**src/rtl/cla_mp_sequencer.sv**
```systemverilog
// Multi-precision adder sequencer. Walks an operand pair limb by limb
// through an external 9-bit carry-lookahead adder that has no carry-in:
// a limb entered with carry=0 takes one ADD pass, a limb entered with
// carry=1 takes an ADD pass followed by an INC pass that adds the carry.
//
// Handshakes: a transfer happens on a rising edge where valid and ready
// are both 1. The request side (i_valid/o_ready) is accepted only in IDLE.
// The result side (o_valid/i_ready) holds o_result/o_passes stable
// until i_ready is seen. Neither side queues anything.
module cla_mp_sequencer #(
  parameter int NUM_LIMBS = 4,
  localparam int W = 9 * NUM_LIMBS
) (
  input  logic         i_clk,
  input  logic         i_rst,
  input  logic         i_valid,
  output logic         o_ready,
  input  logic [W-1:0] i_add1,
  input  logic [W-1:0] i_add2,
  input  logic         i_cin,
  output logic         o_valid,
  input  logic         i_ready,
  output logic [W:0]   o_result,
  output logic [3:0]   o_passes,
  output logic [8:0]   o_alu_a,
  output logic [8:0]   o_alu_b,
  input  logic [9:0]   i_alu_sum,
  output logic [1:0]   dbg_state
);

  localparam int RW = W + 1;

  typedef enum logic [1:0] {
    IDLE = 2'd0,
    ADD  = 2'd1,
    INC  = 2'd2,
    DONE = 2'd3
  } state_t;

  state_t state, state_nxt;

  logic [W-1:0] a_q, b_q;
  logic [2:0]   k;
  logic         carry;
  // One bit wider than o_passes so NUM_LIMBS=8 with all carries (16) is
  // counted correctly internally; the port shows the low four bits.
  logic [4:0]   passes;
  logic [9:0]   tmp;
  logic [W:0]   res;

  logic [6:0]   base;
  logic [8:0]   a_limb, b_limb;
  logic         last;
  logic         new_carry;
  logic [W:0]   res_commit;

  assign base      = 7'(k) * 7'd9;
  assign a_limb    = 9'(a_q >> base);
  assign b_limb    = 9'(b_q >> base);
  assign last      = (k == 3'(NUM_LIMBS - 1));
  assign dbg_state = state;

  // Result is exposed only while it is complete, so an aborted or
  // in-flight transaction never shows a partial sum.
  assign o_result = (state == DONE) ? res : '0;
  assign o_passes = (state == DONE) ? passes[3:0] : 4'd0;

  // Limb commit: the INC pass merges the carry out of both passes.
  always_comb begin
    new_carry  = (state == INC) ? (tmp[9] | i_alu_sum[9]) : i_alu_sum[9];
    res_commit = (res & ~(RW'(9'h1FF) << base)) | (RW'(i_alu_sum[8:0]) << base);
    if (last) res_commit[W] = new_carry;
  end

  // State register.
  always_ff @(posedge i_clk) begin
    if (i_rst) state <= IDLE;
    else       state <= state_nxt;
  end

  // Next-state decode and adder operand / handshake outputs.
  always_comb begin
    state_nxt = state;
    o_ready   = 1'b0;
    o_valid   = 1'b0;
    o_alu_a   = 9'd0;
    o_alu_b   = 9'd0;
    case (state)
      IDLE: begin
        o_ready = 1'b1;
        if (i_valid) state_nxt = ADD;
      end
      ADD: begin
        o_alu_a = a_limb;
        o_alu_b = b_limb;
        if (carry)     state_nxt = INC;
        else if (last) state_nxt = DONE;
        else           state_nxt = ADD;
      end
      INC: begin
        o_alu_a   = tmp[8:0];
        o_alu_b   = 9'd1;
        state_nxt = last ? DONE : ADD;
      end
      DONE: begin
        o_valid = 1'b1;
        if (i_ready) state_nxt = IDLE;
      end
      default: state_nxt = IDLE;
    endcase
  end

  // Operand capture, per-pass datapath and pass counting.
  always_ff @(posedge i_clk) begin
    if (i_rst) begin
      a_q    <= '0;
      b_q    <= '0;
      k      <= 3'd0;
      carry  <= 1'b0;
      passes <= 5'd0;
      tmp    <= 10'd0;
      res    <= '0;
    end else begin
      case (state)
        IDLE: begin
          if (i_valid) begin
            a_q    <= i_add1;
            b_q    <= i_add2;
            carry  <= i_cin;
            k      <= 3'd0;
            passes <= 5'd0;
            res    <= '0;
          end
        end
        ADD: begin
          tmp    <= i_alu_sum;
          passes <= passes + 5'd1;
          if (!carry) begin
            res   <= res_commit;
            carry <= new_carry;
            if (!last) k <= k + 3'd1;
          end
        end
        INC: begin
          res    <= res_commit;
          carry  <= new_carry;
          passes <= passes + 5'd1;
          if (!last) k <= k + 3'd1;
        end
        default: ;
      endcase
    end
  end

endmodule

```
**config.mk**
```make
export PLATFORM = sky130hd
export DESIGN_NAME = cla_mp_sequencer
export DESIGN_NICKNAME = d
export VERILOG_FILES = /design/src/rtl/cla_mp_sequencer.sv
export SDC_FILE = /design/constraint.sdc
export NUM_CORES = 1
export LEC_CHECK = 0
export CAP_MARGIN = 0
export CORE_ASPECT_RATIO = 1.25
export CORE_MARGIN = 2
export CORE_UTILIZATION = 50
export CTS_BUF_LIST = sky130_fd_sc_hd__clkbuf_8
export CTS_CLUSTER_SIZE = 16
export DETAILED_ROUTE_END_ITERATION = 12
export PLACE_DENSITY = 0.88
export RECOVER_POWER = 25
export SYNTH_ARGS = -nofsm -noshare
export SYNTH_HDL_FRONTEND = slang
export SYNTH_SLANG_ARGS = --single-unit
```
**constraint.sdc**
```tcl
create_clock -name i_clk -period 4.4 [get_ports i_clk]
set_clock_uncertainty 0.2 [all_clocks]
set_input_delay 0.88 -clock i_clk [delete_from_list [all_inputs] [get_ports i_clk]]
set_output_delay 0.88 -clock i_clk [all_outputs]
set_load 0.01 [all_outputs]
```
==> impl_metrics.yaml <==
outcome:
  status: "finished with violations"
  violations: "capacitance limit, slew limit"
final_layout:
  antenna_cells: 0
  syn_to_final_growth_pct: 31.7
  multi_input_area_mm2: 0.00287
  fill_cells: 841
  final_common_cell: "nand2_1"
  layout-drive-gt1-share_pct: 8.28
  final_cell_mix: "nand2_1 (154), clkdlybuf4s50_1 (146), dfxtp_1 (129), a21oi_1 (81), and2_1 (52)"
  fin_nets: 862
  seqCellArea_mm2: 0.00258
synthesis:
  yosysSeqAreaShare_pct: 45.3
  syn_area_mm2: 0.00570
  synth_ff_type: "dfxtp_1"
  async_flop_share_pct: 0
  synth_seq_cells: 129
  syn_inst: 631
  synth_top_area_cell: "dfxtp_1"
  syn_area_per_cell_um2: 9.03
  synth_area_leaders: "dfxtp_1 (45%), nand2_1 (10%), a21oi_1 (7.1%)"
  yosysTopAreaCellShare_pct: 45.3
  yosys_warnings: 0
  synth_edf_count: 0
  ys_types: 44
  syn_nets: 730
sta:
  hold_violations: 0
  rsz0062_at_grt: "no"
  period_needed_ps: 4190
  fin_setup_tns_ps: 0
  max_slew_margin_pct: -57.2
  setup_viol: 0
  fmax_mhz: 239
  max_slew.worst_pin.slew_ps: 2360
  post-route-period-util_pct: 95.2
  drv_slew: 85
pwr:
  p_per_area_mw_per_mm2: 324
  p_int_w: 0.00178
  p_sw_share_pct: 26.9
  comb_power_share_pct: 15.2
  p_clk_share_pct: 32.8
  sequentialPowerShare_pct: 52.0
  p_leak_nw: 2.76
  vdd_ir_drop_max_uv: 226
  power_w: 0.00244
  p_switching_w: 0.000655
clock_network:
  worst_skew_pair.late_latency_ps: 440
  clk_transition_reported_paths_ps: 70
  holdBufCountCts: 0
  cts_tree: "done"
  cts_resized: 0
  cts.htree.levels: 4
  cts-root-buf: "clkbuf_8"
  cts_sinks: 129
  cts_buffer_depth: 2
  cts_setup_buffers: 0
  cts_buffers: 17
route:
  drt_iter0_drc: 346
  m1WireLength_um: 6000
  viasPerCell: 5.57
  wl_met3_um: 866
  top_layer_used: "met4"
  drc_errors: 0
  finalWirelength_um: 15100
  antenna_left: 0
  vias: 5059
  wire_per_inst_um: 16.6
  wl_met2_um: 7710
  dr.pass1.iters: 5
global_route:
  overflow: 0
  antenna_found_initial: 0
  first_global_vias: 4925
  grt.total_usage_pct: 24.6
  grt_max_degree: 76
  grt_pass1_wl_um: 23500
floorplanning:
  start_util_pct: 51.4
  rows: 43
  pin_count: 150
  die_x_um: 99.5
  fp.dieH_um: 123
  core_area_mm2: 0.0111
  die_area_mm2: 0.0123
worst_setup_path:
  r2r_end: "res[31]"
  cp-start-kind: "register"
  crit_chain: "ha_1, and3_1, a22o_1, clkdlybuf4s50_1"
  crit_arrival_ps: 3110
  crit_path_max_fanout: 18
  reg2reg_slack_ps: 670
  end_kind: "output port"
  path_class: "reg2out"
  slowest_delay_ps: 770
  reg2reg_from: "dbg_state[1]"
  r2r_cells: 6
  cp_slowest_cell: "and3_1"
  worstPathRequired_ps: 3320
run:
  drv_cap: 2
place:
  numPortBuffers: 149
  place_hpwl_um: 11100
  place_congestion: 0.876
worst_hold_path:
  hold_path.startpoint: "b_q[8]"
  min_path_cells: 2
  hold_path.class: "reg2reg"
  holdPathEnd: "b_q[8]"
## worst max-delay path by stage
| stage | from | slack (ps) | cells past startpoint | to |
|---|---|---|---|---|
| 2_1_floorplan | dbg_state[0] | 1600 | 7 | o_alu_a[4] |
| 3_3_place_gp | dbg_state[0] | 830 | 4 | o_alu_a[2] |
| 3_5_place_dp | dbg_state[0] | 730 | 4 | o_alu_a[2] |
| 4_1_cts | dbg_state[0] | 210 | 4 | o_alu_a[2] |
| 5_1_grt | dbg_state[0] | 50 | 4 | o_alu_a[2] |
| 6_report | dbg_state[0] | 210 | 4 | o_alu_a[2] |
## power by group through the flow
stage	clock network (W)	registers, W	logic (W)
floorplan	0	0.00128	0.000227
global route	0.000861	0.00127	0.000402
CTS	0.000813	0.00127	0.000370
global placement	0	0.00129	0.000354
finish	0.000799	0.00127	0.000369
detailed placement	0	0.00129	0.000368
## layer usage
metal	up-vias	track usage, %
met2	215	42.7
li1	2430	-
met1	2377	27.7
met4	0	13.4
met3	37	6.16
met5	-	0
## critical path: cells and delay by family, from the launching register on
kind	cells	cell delay, ps
adder cells (fa/ha/maj)	1	640
buffers and inverters	1	530
AO/OA/AOI/OAI	1	270
AND/OR/NAND/NOR	1	770
flip-flops	1	450
## metrics by stage
stage                     hold WS, ps  setup slack, ps  util (%)  std cells  cell area (um^2)
after global routing              277             50.5      67.7        908              7500
after floorplan                   224             1600         -        631              5700
after global placement            237              828      65.2        879              7220
after CTS                         257              206      67.9        908              7520
after detailed placement          242              728      65.2        879              7220
final                             257              211      67.7        908              7500
## flip-flops by register name (all words and copies together) (netlist names)
signal,count
res,37
a_q,36
b_q,36
tmp,10
passes,4
k,3
dbg_state,2
carry,1
## cells in the mapped netlist (2+ instances only)
| cell type | number |
|---|---|
| nand4b_1 | 2 |
| nor2_1 | 18 |
| mux4_2 | 18 |
| o21ai_2 | 3 |
| o2bb2ai_1 | 35 |
| inv_1 | 8 |
| nand2b_1 | 11 |
| nand3_1 | 2 |
| dfxtp_1 | 129 |
| nand4_4 | 3 |
| o21ai_0 | 10 |
| buf_6 | 2 |
| a21oi_1 | 81 |
| inv_2 | 2 |
| a211o_1 | 2 |
| clkbuf_1 | 31 |
| nor2b_1 | 4 |
| buf_4 | 2 |
| buf_2 | 8 |
| a22o_1 | 10 |
| nand2_1 | 155 |
| ha_1 | 12 |
| and2_1 | 53 |
| mux2i_1 | 10 |
## layout make-up
cell class	instances	area share [%]
clock inverters	11	0.734
clock buffers	18	3.30
multi-input cells	448	38.2
flip-flops and latches	129	34.4
repair buffers	157	20.6
well taps	135	2.25
inverters	10	0.500
## cell families after synthesis
kind of cell | Yosys count | share of synthesized area (%)
adders and majority gates | 12 | 2.64
buffers and inverters | 54 | 4.13
AOI/OAI and AO/OA | 148 | 16.7
muxes | 29 | 9.07
and+or+nand+nor | 259 | 22.2
DFF | 129 | 45.3
Power figures use the tool's default switching activity.
